**src/rtl/pipeline_hazard_controller_if.sv**
```systemverilog
// pipeline_hazard_controller_if: hazard-unit view of the pipeline stage signals
interface pipeline_hazard_controller_if;
  logic [4:0]  RS1_D, RS2_D, RS1_E, RS2_E, RD_E, RD_M, RD_W;
  logic        REG_W_En_E, REG_W_En_M, REG_W_En_W;
  logic [1:0]  Result_Src_Sel_E;
  logic        Mispredict_E, MEM_Req_M, MEM_Ready_M;
  logic        Stall_F, Stall_D, Stall_E, Stall_M, Flush_D, Flush_E;
  logic [1:0]  Forward_A_E, Forward_B_E;
  logic [15:0] Stall_Count, Flush_Count;
  logic        Mem_Timeout;
  modport master (
    output RS1_D, RS2_D, RS1_E, RS2_E, RD_E, RD_M, RD_W,
    output REG_W_En_E, REG_W_En_M, REG_W_En_W, Result_Src_Sel_E,
    output Mispredict_E, MEM_Req_M, MEM_Ready_M,
    input  Stall_F, Stall_D, Stall_E, Stall_M, Flush_D, Flush_E,
    input  Forward_A_E, Forward_B_E, Stall_Count, Flush_Count, Mem_Timeout
  );
  modport slave (
    input  RS1_D, RS2_D, RS1_E, RS2_E, RD_E, RD_M, RD_W,
    input  REG_W_En_E, REG_W_En_M, REG_W_En_W, Result_Src_Sel_E,
    input  Mispredict_E, MEM_Req_M, MEM_Ready_M,
    output Stall_F, Stall_D, Stall_E, Stall_M, Flush_D, Flush_E,
    output Forward_A_E, Forward_B_E, Stall_Count, Flush_Count, Mem_Timeout
  );
endinterface

```
**src/rtl/pipeline_hazard_controller.sv**
```systemverilog
// pipeline_hazard_controller: forwarding, stall/flush control, memory-wait FSM and perf counters
module pipeline_hazard_controller (
  input  logic CLK,
  input  logic RST_N,
  pipeline_hazard_controller_if.slave hz
);
  typedef enum logic [1:0] {RUN, MEM_WAIT, TIMEOUT} state_t;
  state_t      state_q, state_d;
  logic [7:0]  wait_q, wait_d;
  logic        timeout_q, timeout_d;
  logic [15:0] stall_cnt_q, stall_cnt_d, flush_cnt_q, flush_cnt_d;
  logic        mem_stall, run_free, flush_mp, load_use;
  // hazard detection with priority memory stall > mispredict > load-use
  always_comb begin
    mem_stall = state_q == TIMEOUT || (!hz.MEM_Ready_M && (state_q == MEM_WAIT || (state_q == RUN && hz.MEM_Req_M)));
    run_free  = state_q == RUN && !mem_stall;
    flush_mp  = run_free && hz.Mispredict_E;
    load_use  = run_free && !hz.Mispredict_E && hz.Result_Src_Sel_E == 2'b01 && hz.REG_W_En_E &&
                hz.RD_E != 5'd0 && (hz.RD_E == hz.RS1_D || hz.RD_E == hz.RS2_D);
  end
  assign hz.Stall_F     = RST_N && (mem_stall || load_use);
  assign hz.Stall_D     = RST_N && (mem_stall || load_use);
  assign hz.Stall_E     = RST_N && mem_stall;
  assign hz.Stall_M     = RST_N && mem_stall;
  assign hz.Flush_D     = !RST_N || flush_mp;
  assign hz.Flush_E     = !RST_N || flush_mp || load_use;
  assign hz.Forward_A_E = !RST_N ? 2'b00 :
                          (hz.REG_W_En_M && hz.RD_M != 5'd0 && hz.RD_M == hz.RS1_E) ? 2'b10 :
                          (hz.REG_W_En_W && hz.RD_W != 5'd0 && hz.RD_W == hz.RS1_E) ? 2'b01 : 2'b00;
  assign hz.Forward_B_E = !RST_N ? 2'b00 :
                          (hz.REG_W_En_M && hz.RD_M != 5'd0 && hz.RD_M == hz.RS2_E) ? 2'b10 :
                          (hz.REG_W_En_W && hz.RD_W != 5'd0 && hz.RD_W == hz.RS2_E) ? 2'b01 : 2'b00;
  assign hz.Stall_Count = stall_cnt_q;
  assign hz.Flush_Count = flush_cnt_q;
  assign hz.Mem_Timeout = timeout_q;
  // next state: a wait starts at count 1 and times out after the 256th stalled cycle
  always_comb begin
    state_d     = state_q == TIMEOUT ? TIMEOUT :
                  state_q == MEM_WAIT ? (hz.MEM_Ready_M ? RUN : (&wait_q ? TIMEOUT : MEM_WAIT)) :
                  (mem_stall ? MEM_WAIT : RUN);
    wait_d      = state_q == RUN ? (mem_stall ? 8'd1 : wait_q) :
                  (state_q == MEM_WAIT && !hz.MEM_Ready_M && !(&wait_q)) ? wait_q + 8'd1 : wait_q;
    timeout_d   = timeout_q || state_d == TIMEOUT;
    stall_cnt_d = stall_cnt_q + {15'd0, hz.Stall_F && stall_cnt_q != 16'hFFFF};
    flush_cnt_d = flush_cnt_q + {15'd0, hz.Flush_E && flush_cnt_q != 16'hFFFF};
  end
  // state registers, cleared by synchronous active-low reset
  always_ff @(posedge CLK) begin
    if (!RST_N) begin
      state_q     <= RUN;
      wait_q      <= 8'd0;
      timeout_q   <= 1'b0;
      stall_cnt_q <= 16'd0;
      flush_cnt_q <= 16'd0;
    end else begin
      state_q     <= state_d;
      wait_q      <= wait_d;
      timeout_q   <= timeout_d;
      stall_cnt_q <= stall_cnt_d;
      flush_cnt_q <= flush_cnt_d;
    end
  end
endmodule

```
**src/flat_wrapper.sv**
```systemverilog
// flat-port wrapper written by rule: the top's interface ports become plain ports
module pipeline_hazard_controller_flat 
  (CLK, RST_N, hz_RS1_D, hz_RS2_D, hz_RS1_E, hz_RS2_E, hz_RD_E, hz_RD_M, hz_RD_W, hz_REG_W_En_E, hz_REG_W_En_M, hz_REG_W_En_W, hz_Result_Src_Sel_E, hz_Mispredict_E, hz_MEM_Req_M, hz_MEM_Ready_M, hz_Stall_F, hz_Stall_D, hz_Stall_E, hz_Stall_M, hz_Flush_D, hz_Flush_E, hz_Forward_A_E, hz_Forward_B_E, hz_Stall_Count, hz_Flush_Count, hz_Mem_Timeout);
  pipeline_hazard_controller_if hz_i ();
  input  logic CLK;
  input  logic RST_N;
  input wire logic [$bits(hz_i.RS1_D)-1:0] hz_RS1_D;
  input wire logic [$bits(hz_i.RS2_D)-1:0] hz_RS2_D;
  input wire logic [$bits(hz_i.RS1_E)-1:0] hz_RS1_E;
  input wire logic [$bits(hz_i.RS2_E)-1:0] hz_RS2_E;
  input wire logic [$bits(hz_i.RD_E)-1:0] hz_RD_E;
  input wire logic [$bits(hz_i.RD_M)-1:0] hz_RD_M;
  input wire logic [$bits(hz_i.RD_W)-1:0] hz_RD_W;
  input wire logic [$bits(hz_i.REG_W_En_E)-1:0] hz_REG_W_En_E;
  input wire logic [$bits(hz_i.REG_W_En_M)-1:0] hz_REG_W_En_M;
  input wire logic [$bits(hz_i.REG_W_En_W)-1:0] hz_REG_W_En_W;
  input wire logic [$bits(hz_i.Result_Src_Sel_E)-1:0] hz_Result_Src_Sel_E;
  input wire logic [$bits(hz_i.Mispredict_E)-1:0] hz_Mispredict_E;
  input wire logic [$bits(hz_i.MEM_Req_M)-1:0] hz_MEM_Req_M;
  input wire logic [$bits(hz_i.MEM_Ready_M)-1:0] hz_MEM_Ready_M;
  output wire logic [$bits(hz_i.Stall_F)-1:0] hz_Stall_F;
  output wire logic [$bits(hz_i.Stall_D)-1:0] hz_Stall_D;
  output wire logic [$bits(hz_i.Stall_E)-1:0] hz_Stall_E;
  output wire logic [$bits(hz_i.Stall_M)-1:0] hz_Stall_M;
  output wire logic [$bits(hz_i.Flush_D)-1:0] hz_Flush_D;
  output wire logic [$bits(hz_i.Flush_E)-1:0] hz_Flush_E;
  output wire logic [$bits(hz_i.Forward_A_E)-1:0] hz_Forward_A_E;
  output wire logic [$bits(hz_i.Forward_B_E)-1:0] hz_Forward_B_E;
  output wire logic [$bits(hz_i.Stall_Count)-1:0] hz_Stall_Count;
  output wire logic [$bits(hz_i.Flush_Count)-1:0] hz_Flush_Count;
  output wire logic [$bits(hz_i.Mem_Timeout)-1:0] hz_Mem_Timeout;
  assign hz_i.RS1_D = hz_RS1_D;
  assign hz_i.RS2_D = hz_RS2_D;
  assign hz_i.RS1_E = hz_RS1_E;
  assign hz_i.RS2_E = hz_RS2_E;
  assign hz_i.RD_E = hz_RD_E;
  assign hz_i.RD_M = hz_RD_M;
  assign hz_i.RD_W = hz_RD_W;
  assign hz_i.REG_W_En_E = hz_REG_W_En_E;
  assign hz_i.REG_W_En_M = hz_REG_W_En_M;
  assign hz_i.REG_W_En_W = hz_REG_W_En_W;
  assign hz_i.Result_Src_Sel_E = hz_Result_Src_Sel_E;
  assign hz_i.Mispredict_E = hz_Mispredict_E;
  assign hz_i.MEM_Req_M = hz_MEM_Req_M;
  assign hz_i.MEM_Ready_M = hz_MEM_Ready_M;
  assign hz_Stall_F = hz_i.Stall_F;
  assign hz_Stall_D = hz_i.Stall_D;
  assign hz_Stall_E = hz_i.Stall_E;
  assign hz_Stall_M = hz_i.Stall_M;
  assign hz_Flush_D = hz_i.Flush_D;
  assign hz_Flush_E = hz_i.Flush_E;
  assign hz_Forward_A_E = hz_i.Forward_A_E;
  assign hz_Forward_B_E = hz_i.Forward_B_E;
  assign hz_Stall_Count = hz_i.Stall_Count;
  assign hz_Flush_Count = hz_i.Flush_Count;
  assign hz_Mem_Timeout = hz_i.Mem_Timeout;
  pipeline_hazard_controller u_core (.CLK(CLK), .RST_N(RST_N), .hz(hz_i));
endmodule
```
**config.mk**
```make
export PLATFORM = sky130hd
export DESIGN_NAME = pipeline_hazard_controller_flat
export DESIGN_NICKNAME = d
export VERILOG_FILES = /design/src/rtl/pipeline_hazard_controller_if.sv /design/src/rtl/pipeline_hazard_controller.sv /design/src/flat_wrapper.sv
export SDC_FILE = /design/constraint.sdc
export NUM_CORES = 1
export LEC_CHECK = 0
export ABC_AREA = 1
export CAP_MARGIN = 25
export CORE_UTILIZATION = 40
export CTS_CLUSTER_DIAMETER = 30
export DETAILED_ROUTE_END_ITERATION = 10
export HOLD_SLACK_MARGIN = 0.05
export PLACE_DENSITY = 0.76
export SLEW_MARGIN = 20
export SYNTH_ARGS = -nofsm -noshare
export SYNTH_HDL_FRONTEND = slang
export SYNTH_SLANG_ARGS = --single-unit
```
**constraint.sdc**
```tcl
create_clock -name CLK -period 2.8 [get_ports CLK]
set_input_delay 0.56 -clock CLK [delete_from_list [all_inputs] [get_ports CLK]]
set_output_delay 0.56 -clock CLK [all_outputs]
set_load 0.1 [all_outputs]
```
# == Yosys cells after proc, flatten, opt, wreduce, memory -nomap -nowiden ==
# Cells that the tools add are included.
# classes
n_addsub,3
eq_ne,13
mux,14
reduce_logical,40
# ops
cell,count
adder 16 x 1 -> 16 bit,2
inequality test 16 bit (second input constant),2
equality test 5 bit,6
two-way mux 8 bit,3
logical AND 1 bit,21
two-way mux 2 bit,8
nonzero test 5 bit,3
adder 8 x 1 -> 8 bit (second input constant),1
AND reduction 8 bit,1
logical OR 1 bit,7
zero test 1 bit,5
equality test 2 x 1 -> 1 bit (second input constant),2
equality test 2 bit (second input constant),2
two-way mux 1 bit,3
zero test 2 bit,1
inequality test 2 x 1 -> 1 bit (second input constant),1
AND reduction 2 bit,1
nonzero test 2 bit,1
# totals
ff_bits,43
input_bits,45
out_inout_bits,43
word_cells,75

# == Depth between registers and ports, before layout ==
# Gate-level depths: netlist (run 1).
# depth
ltp_word,16
depth_mapped,16
ltp_nobuf,16

# == Worst setup path before layout (run 1) ==
# OpenSTA, ideal clock, no wires.
# synth_path
kind,in2out
from,in hz_RS1_E[1]
to,out hz_Forward_A_E[1]
arrival_time_ns,3.643
required_ns,2.240
setup_slack_ns,-1.403
stages,3
n_path_buf,0
path_cell_list,xnor2_1 > nand4_1 > nor4_1
# synth_via
elab_chain_len,4
# synth_rtl
item,line_no,text
start: declaration,flat_wrapper.sv:9,input wire logic [$bits(hz_i.RS1_E)-1:0] hz_RS1_E;
equality test 5 bit,pipeline_hazard_controller.sv:28,(hz.REG_W_En_M && hz.RD_M != 5'd0 && hz.RD_M == hz.RS1_E) ? 2'b10 :
logical AND 1 bit,pipeline_hazard_controller.sv:28,
two-way mux 2 bit,pipeline_hazard_controller.sv:28,
two-way mux 2 bit,pipeline_hazard_controller.sv:27,assign hz.Forward_A_E = !RST_N ? 2'b00 :
end: declaration,flat_wrapper.sv:27,output wire logic [$bits(hz_i.Forward_A_E)-1:0] hz_Forward_A_E;
# No other way between the ends.

# == Final worst setup path (run 1) ==
# layout_path
from,in hz_RD_E[0]
to,out hz_Stall_D
# layout_via
elab_chain_len,5
elab_cells_between_ends,8
cone_classes,2 x eq/ne; 6 x reduce/logical
# layout_rtl
item,line_no,text
start: declaration,flat_wrapper.sv:11,input wire logic [$bits(hz_i.RD_E)-1:0] hz_RD_E;
equality test 5 bit / nonzero test 5 bit (equally long branches),pipeline_hazard_controller.sv:19,hz.RD_E != 5'd0 && (hz.RD_E == hz.RS1_D || hz.RD_E == hz.RS2_D);
logical OR 1 bit / logical AND 1 bit (equally long branches),"pipeline_hazard_controller.sv:19, pipeline_hazard_controller.sv:18",
logical AND 1 bit (*),pipeline_hazard_controller.sv:19,
logical OR 1 bit (*),pipeline_hazard_controller.sv:22,assign hz.Stall_D = RST_N && (mem_stall || load_use);
logical AND 1 bit (*),pipeline_hazard_controller.sv:22,
end: declaration,flat_wrapper.sv:22,output wire logic [$bits(hz_i.Stall_D)-1:0] hz_Stall_D;
# Every way passes the cells marked *; elsewhere a longest branch is shown, timed or not.

==> impl_metrics.xml, run 1 <==
<?xml version="1.0" encoding="UTF-8"?>
<metrics>
  <group name="route">
    <metric name="viasPerCell" unit="">4.82</metric>
    <metric name="via_count" unit="">2803</metric>
    <metric name="wirelength" unit="um">6830</metric>
    <metric name="route.detailed.wl_per_inst" unit="um">11.8</metric>
    <metric name="drt_pass1_iterations" unit="">5</metric>
    <metric name="ant_nets" unit="">0</metric>
    <metric name="drc" unit="">0</metric>
    <metric name="detailed_route_iter0_violations" unit="">108</metric>
  </group>
  <group name="synth">
    <metric name="postSynthRegisterBits" unit="">43</metric>
    <metric name="synthSimpleGateAreaFrac" unit="%">33.6</metric>
    <metric name="ys_seq_area_share" unit="%">33.3</metric>
    <metric name="netlist.area_leader.share" unit="%">33.3</metric>
    <metric name="post_synth_mux_area_share" unit="%">0</metric>
    <metric name="synthCells" unit="">395</metric>
    <metric name="post_synth_fa_ha_maj_area_fraction" unit="%">2.42</metric>
    <metric name="mean_post_synth_cell_area" unit="um^2">6.55</metric>
    <metric name="yosysWarnings" unit="">0</metric>
    <metric name="yosysUniqueCellTypes" unit="">28</metric>
    <metric name="synth_top_family_by_area" unit="">simple AND/OR/NAND/NOR gates</metric>
    <metric name="cell_types_with_the_largest_area_share_after_synthesis" unit="">dfxtp_1, nand2_1, inv_1, nor2_1, xnor2_1</metric>
    <metric name="synth_compound_gate_area_share" unit="%">9.48</metric>
    <metric name="syn-cell-area" unit="um^2">2590</metric>
    <metric name="post-synth-top-area-cell" unit="">dfxtp_1</metric>
    <metric name="synth_xor_area_share" unit="%">10.2</metric>
    <metric name="syn_nets" unit="">445</metric>
  </group>
  <group name="sta">
    <metric name="max_slew_margin" unit="%">70.9</metric>
    <metric name="slew_viol_final" unit="">0</metric>
    <metric name="final_critical_path_setup_slack" unit="ps">148</metric>
    <metric name="final.setup_skew" unit="ps">4.16</metric>
    <metric name="hold_ws" unit="ps">486</metric>
    <metric name="max_freq" unit="MHz">377</metric>
    <metric name="final_min_period_over_clock_period" unit="%">94.7</metric>
    <metric name="finalHoldViolCount" unit="">0</metric>
    <metric name="max_slew.worst_pin.slew" unit="ps">436</metric>
    <metric name="fin_tns_setup" unit="ps">0</metric>
    <metric name="setup_viol_count_final" unit="">0</metric>
    <metric name="period_needed" unit="ps">2650</metric>
  </group>
  <group name="pwr">
    <metric name="switching_share" unit="%">30.5</metric>
    <metric name="vdd_drop_max" unit="mV">0.374</metric>
    <metric name="internal_power_of_the_cells" unit="mW">0.934</metric>
    <metric name="seq_power_share" unit="%">47.0</metric>
    <metric name="clkPwrFrac" unit="%">28.3</metric>
    <metric name="power.leakage" unit="nW">1.73</metric>
    <metric name="power.switching" unit="mW">0.411</metric>
    <metric name="total_chip_power" unit="mW">1.35</metric>
    <metric name="power.density_cell_area" unit="nW/um^2">348</metric>
    <metric name="comb_power_share" unit="%">24.7</metric>
  </group>
  <group name="floorplan">
    <metric name="rows" unit="">28</metric>
    <metric name="floorplan.io_pins" unit="">88</metric>
    <metric name="dieArea" unit="um^2">6790</metric>
    <metric name="die_x" unit="um">82.4</metric>
    <metric name="die_height" unit="um">82.4</metric>
    <metric name="core_region_area" unit="um^2">6060</metric>
    <metric name="start_util" unit="%">42.7</metric>
  </group>
  <group name="cts">
    <metric name="cts_hold_repair.buffers" unit="">0</metric>
    <metric name="cts_htree_levels" unit="">2</metric>
    <metric name="clkLatencyLatePin" unit="ps">280</metric>
    <metric name="tritoncts" unit="">built</metric>
    <metric name="clock_pin_slew_on_the_worst_setup_and_hold_paths" unit="ps">80</metric>
    <metric name="cts-buffers-inserted" unit="">5</metric>
    <metric name="numClockSinks" unit="">43</metric>
    <metric name="cts-root-to-sink-buffers" unit="">2</metric>
    <metric name="clock_tree.root_cell" unit="">clkbuf_8</metric>
  </group>
  <group name="final_layout">
    <metric name="num-nets-final" unit="">555</metric>
    <metric name="syn_to_final_growth" unit="%">49.3</metric>
    <metric name="stdcell_count" unit="">581</metric>
    <metric name="final_layout_size_suffix_gt1_share" unit="%">19.4</metric>
    <metric name="fillerInstances" unit="">529</metric>
    <metric name="antenna_cells" unit="">0</metric>
    <metric name="finish.utilization" unit="%">63.7</metric>
    <metric name="finalInstanceArea" unit="um^2">3860</metric>
  </group>
  <group name="global_routing">
    <metric name="via_count_of_the_first_global_routing_pass" unit="">2545</metric>
    <metric name="grt_antenna_before_repair" unit="">0</metric>
    <metric name="grt_util_all_layers" unit="%">20.2</metric>
    <metric name="grt_first_pass_wirelength" unit="um">10800</metric>
    <metric name="globalRoute.totalOverflow" unit="">0</metric>
    <metric name="grt_max_degree" unit="">18</metric>
  </group>
  <group name="critical_path">
    <metric name="cp_data_required_time" unit="ps">2240</metric>
    <metric name="reg2reg_depth" unit="">15</metric>
    <metric name="path_class" unit="">in2out</metric>
    <metric name="cp-startpoint" unit="">hz_RD_E[0]</metric>
    <metric name="critical_path.endpoint_type" unit="">output pin</metric>
    <metric name="worstPathMaxFanout" unit="">5</metric>
    <metric name="start_kind" unit="">input port</metric>
    <metric name="r2r_start" unit="">u_core.state_q[0]</metric>
    <metric name="arrival" unit="ps">2090</metric>
  </group>
  <group name="placed_design">
    <metric name="dp.cells" unit="">572</metric>
    <metric name="place_area" unit="um^2">3720</metric>
    <metric name="numPortBuffers" unit="">87</metric>
    <metric name="dp_hpwl" unit="um">5390</metric>
    <metric name="place_ws" unit="ps">-137</metric>
    <metric name="gp_routability_congestion" unit="">0.851</metric>
  </group>
  <group name="min_path">
    <metric name="hold-path-cell-count" unit="">2</metric>
    <metric name="hp-class" unit="">reg2reg</metric>
    <metric name="hold_path_startpoint" unit="">u_core.hz.Mem_Timeout</metric>
  </group>
  <group name="status">
    <metric name="status" unit="">completed</metric>
  </group>
  <group name="run">
    <metric name="timing.max_cap.violations" unit="">0</metric>
  </group>
</metrics>
## logic make-up after synthesis
group,Yosys count
AO/OA/AOI/OAI,46
XOR/XNOR,30
flip-flops,43
AND/OR/NAND/NOR,199
adder cells (fa/ha/maj),5
buffers and inverters,72
## path summary, 6_finish.rpt
| check | slack (ps) | to |
|---|---|---|
| max | 150 | hz_Stall_D |
| min | 490 | u_core.hz.Mem_Timeout |
| min reg2reg | 490 | u_core.hz.Mem_Timeout |
| max reg2reg | 410 | u_core.hz.Stall_Count[9] |
## metal layers
metal / track usage (%) / routed length (um)
met5: 0 / 0
met4: 4.04 / 79
met3: 2.97 / 347
met2: 38.2 / 3330
met1: 23.9 / 3070
## synthesized netlist by cell type, drive strengths merged
| cell | number |
|---|---|
| nand2 | 89 |
| inv | 65 |
| nor2 | 56 |
| dfxtp | 43 |
| a21oi | 24 |
| nand3 | 24 |
| xnor2 | 18 |
| nor3 | 17 |
| o21ai | 17 |
| xor2 | 12 |
| nand4 | 7 |
| ha | 5 |
| a31oi | 4 |
| clkbuf | 4 |
| buf | 3 |
| nor4 | 3 |
| nor3b | 2 |
| a211oi | 1 |
| nand3b | 1 |
## flip-flops by register name, indices dropped and copies added (netlist names)
signal                 cells
u_core.hz.Flush_Count     16
u_core.hz.Stall_Count     16
u_core.wait_q              8
u_core.state_q             2
u_core.hz.Mem_Timeout      1
## critical path, cell delays in order
cell and delay (ps):
clkdlybuf4s50_1 540, nand2_1 70, inv_1 60, nor2_1 40, nor2_1 100, nand3_1 70
nand2_1 80, nand3_1 100, buf_4 170, nand2_2 110, buf_12 190
## area by class of cell
type / count / area (um^2) / area share [%]
clock inverters: 2 / 12.5 / 0.324
flip-flops and latches: 43 / 861 / 22.3
well taps: 75 / 93.8 / 2.43
repair buffers: 110 / 1060 / 27.6
multi-input cells: 280 / 1510 / 39.2
inverters: 65 / 244 / 6.32
clock buffers: 6 / 72.6 / 1.88
## power groups by stage
stage | Clock [mW] | Sequential [mW] | Combinational, mW
6_report | 0.381 | 0.632 | 0.332
5_1_grt | 0.416 | 0.633 | 0.354
3_5_place_dp | 0 | 0.645 | 0.331
4_1_cts | 0.389 | 0.631 | 0.332
3_3_place_gp | 0 | 0.645 | 0.326
2_1_floorplan | 0 | 0.687 | 0.146
## cell usage in the layout (no fill, tap or decap), types with 4 or more instances in the layout
| cell | n |
|---|---|
| inv_1 | 65 |
| nand3_1 | 20 |
| xor2_1 | 12 |
| ha_1 | 4 |
| a31oi_1 | 4 |
| buf_12 | 10 |
| o21ai_0 | 13 |
| nor3_1 | 15 |
| nand3_2 | 4 |
| clkbuf_8 | 5 |
| nand2_1 | 85 |
| a21oi_1 | 22 |
| dfxtp_1 | 43 |
| nand4_1 | 7 |
| xnor2_1 | 18 |
| nor2_2 | 6 |
| nor2_1 | 48 |
| buf_4 | 56 |
| nand2_2 | 4 |
| clkdlybuf4s50_1 | 43 |
## repair_timing
| action | in CTS | in global routing |
|---|---|---|
| endpoints found under the setup margin | 0 | 9 |
| endpoints found under the hold margin | 0 | 0 |
| buffers inserted | 0 | 1 |
| resized for setup | 0 | 12 |
(Power assumes the default switching activity.)
==> run 2, diff against run 1 <==
Settings changed: PLACE_DENSITY 0.76 to 0.74.
==> run 2 against run 1 <==
Via count increased by 0.39%. Final cell count decreased by 0.69%. Wire length decreased by 0.23%. First-iteration DRC count decreased by 22%. Critical endpoint is now hz_Forward_A_E[0]. Largest cell class unchanged. Largest power group unchanged. Highest routed layer unchanged.
==> impl_metrics.xml, run 2 (synthesized netlist as in run 1, its figures left out) <==
<?xml version="1.0" encoding="UTF-8"?>
<metrics>
  <group name="final_layout">
    <metric name="antenna_cells" unit="">0</metric>
    <metric name="layout_common_cells" unit="">nand2_1, inv_1, buf_4</metric>
    <metric name="fillerInstances" unit="">530</metric>
    <metric name="finish.utilization" unit="%">63.8</metric>
    <metric name="layout_commonest_cell" unit="">nand2_1</metric>
    <metric name="num-nets-final" unit="">553</metric>
    <metric name="final_layout_size_suffix_gt1_share" unit="%">19.9</metric>
    <metric name="syn_to_final_growth" unit="%">49.6</metric>
  </group>
  <group name="pwr">
    <metric name="seq_power_share" unit="%">47.1</metric>
    <metric name="internal_power_of_the_cells" unit="mW">0.926</metric>
    <metric name="vdd_drop_max" unit="mV">0.271</metric>
    <metric name="switching_share" unit="%">31.0</metric>
    <metric name="clkPwrFrac" unit="%">28.1</metric>
    <metric name="comb_power_share" unit="%">24.8</metric>
    <metric name="power.leakage" unit="nW">1.72</metric>
    <metric name="power.density_cell_area" unit="nW/um^2">347</metric>
    <metric name="total_chip_power" unit="mW">1.34</metric>
    <metric name="power.switching" unit="mW">0.416</metric>
  </group>
  <group name="placed_design">
    <metric name="dp_hpwl" unit="um">5410</metric>
    <metric name="numPortBuffers" unit="">87</metric>
    <metric name="gp_routability_congestion" unit="">0.819</metric>
  </group>
  <group name="min_path">
    <metric name="hold-path-cell-count" unit="">2</metric>
    <metric name="hold_path_startpoint" unit="">u_core.hz.Stall_Count[8]</metric>
    <metric name="hp-class" unit="">reg2reg</metric>
  </group>
  <group name="route">
    <metric name="route.detailed.wl_per_inst" unit="um">11.8</metric>
    <metric name="drc" unit="">0</metric>
    <metric name="via_count" unit="">2814</metric>
    <metric name="drt_pass1_iterations" unit="">4</metric>
    <metric name="ant_nets" unit="">0</metric>
    <metric name="viasPerCell" unit="">4.88</metric>
    <metric name="wirelength" unit="um">6820</metric>
    <metric name="detailed_route_iter0_violations" unit="">84</metric>
  </group>
  <group name="floorplan">
    <metric name="start_util" unit="%">42.7</metric>
    <metric name="floorplan.io_pins" unit="">88</metric>
    <metric name="rows" unit="">28</metric>
    <metric name="die_height" unit="um">82.4</metric>
    <metric name="dieArea" unit="um^2">6790</metric>
    <metric name="die_x" unit="um">82.4</metric>
    <metric name="core_region_area" unit="um^2">6060</metric>
  </group>
  <group name="sta">
    <metric name="hold_ws" unit="ps">482</metric>
    <metric name="final_min_period_over_clock_period" unit="%">96.4</metric>
    <metric name="setup_repair_after_global_routing_missed_its_margin" unit="">false</metric>
    <metric name="max_freq" unit="MHz">371</metric>
    <metric name="period_needed" unit="ps">2700</metric>
    <metric name="max_slew_margin" unit="%">67.7</metric>
    <metric name="max_slew.worst_pin.slew" unit="ps">483</metric>
    <metric name="final.setup_skew" unit="ps">6.74</metric>
    <metric name="setup_viol_count_final" unit="">0</metric>
    <metric name="slew_viol_final" unit="">0</metric>
    <metric name="fin_tns_setup" unit="ps">0</metric>
    <metric name="finalHoldViolCount" unit="">0</metric>
  </group>
  <group name="cts">
    <metric name="cts-root-to-sink-buffers" unit="">2</metric>
    <metric name="clock_pin_slew_on_the_worst_setup_and_hold_paths" unit="ps">80</metric>
    <metric name="postCtsResizedCells" unit="">0</metric>
    <metric name="post-cts-setup-buffer-count" unit="">0</metric>
    <metric name="cts_htree_levels" unit="">2</metric>
    <metric name="clock_tree.root_cell" unit="">clkbuf_8</metric>
    <metric name="cts_hold_repair.buffers" unit="">0</metric>
    <metric name="cts-buffers-inserted" unit="">5</metric>
    <metric name="numClockSinks" unit="">43</metric>
    <metric name="tritoncts" unit="">built</metric>
    <metric name="clkLatencyLatePin" unit="ps">300</metric>
  </group>
  <group name="critical_path">
    <metric name="cp_data_required_time" unit="ps">2240</metric>
    <metric name="arrival" unit="ps">2140</metric>
    <metric name="path_class" unit="">in2out</metric>
    <metric name="reg2reg_depth" unit="">15</metric>
    <metric name="critical_path.endpoint_type" unit="">output pin</metric>
    <metric name="cp-startpoint" unit="">RST_N</metric>
    <metric name="r2r_start" unit="">u_core.state_q[0]</metric>
    <metric name="worstPathMaxFanout" unit="">8</metric>
    <metric name="start_kind" unit="">input port</metric>
  </group>
  <group name="global_routing">
    <metric name="via_count_of_the_first_global_routing_pass" unit="">2598</metric>
    <metric name="grt_max_degree" unit="">21</metric>
    <metric name="globalRoute.totalOverflow" unit="">0</metric>
    <metric name="grt_antenna_before_repair" unit="">0</metric>
    <metric name="grt_first_pass_wirelength" unit="um">10800</metric>
    <metric name="grt_util_all_layers" unit="%">20.7</metric>
  </group>
  <group name="run">
    <metric name="timing.max_cap.violations" unit="">0</metric>
  </group>
  <group name="status">
    <metric name="status" unit="">completed</metric>
  </group>
</metrics>
## run 2: cell count changes in the layout (fill, tap and decap cells not counted), moves of 2 or more
| cell | delta |
|---|---|
| a21oi_1 | -2 |
| a21oi_2 | +2 |
| buf_4 | -2 |
| ha_1 | -2 |
| ha_2 | +2 |
## run 2: critical path, cell delays in order
cell and delay, ps:
clkdlybuf4s50_1 770, o21ai_0 160, a21oi_1 150, nand3_1 110, a21oi_2 180, buf_12 200
## run 2: worst paths after layout
| check | endpoint | slack (ps) |
|---|---|---|
| worst max register to register | u_core.hz.Stall_Count[9] | 430 |
| worst min register to register | u_core.hz.Stall_Count[8] | 480 |
| worst max-delay path | hz_Forward_A_E[0] | 100 |
| worst min-delay path | u_core.hz.Stall_Count[8] | 480 |
## run 2: cell type report
cell class / instances / area, um^2 / area share [%]
inverter: 65 / 244 / 6.31
tap: 75 / 93.8 / 2.43
clock buffer: 5 / 68.8 / 1.78
sequential: 43 / 861 / 22.3
clock inverter: 1 / 7.51 / 0.194
timing repair buffer: 108 / 1050 / 27.2
multi-input combinational: 280 / 1540 / 39.9
## run 2: through the flow
step | area [um^2] | setup slack [ps] | instances
floorplan | 2620 | 2.86 | 395
global placement | 3720 | -113 | 571
detailed placement | 3720 | -171 | 571
CTS | 3790 | 33.3 | 577
global route | 3870 | 1.48 | 577
finish | 3870 | 102 | 577
## run 2: layer usage
metal / track usage (%) / up-vias / wire length (um) / share of wire [%]
li1: - / 1458 / - / -
met1: 23.8 / 1271 / 3030 / 44
met2: 37.2 / 77 / 3220 / 47
met3: 4.95 / 8 / 483 / 7.1
met4: 6.84 / 0 / 78 / 1.1
met5: 0 / - / 0 / 0
## run 2: power by group through the flow
stage          Sequential [mW]  Clock [mW]  Combinational [mW]
3_3_place_gp             0.646           0               0.326
5_1_grt                  0.633       0.410               0.356
2_1_floorplan            0.687           0               0.146
3_5_place_dp             0.646           0               0.329
4_1_cts                  0.631       0.390               0.331
6_report                 0.632       0.377               0.333
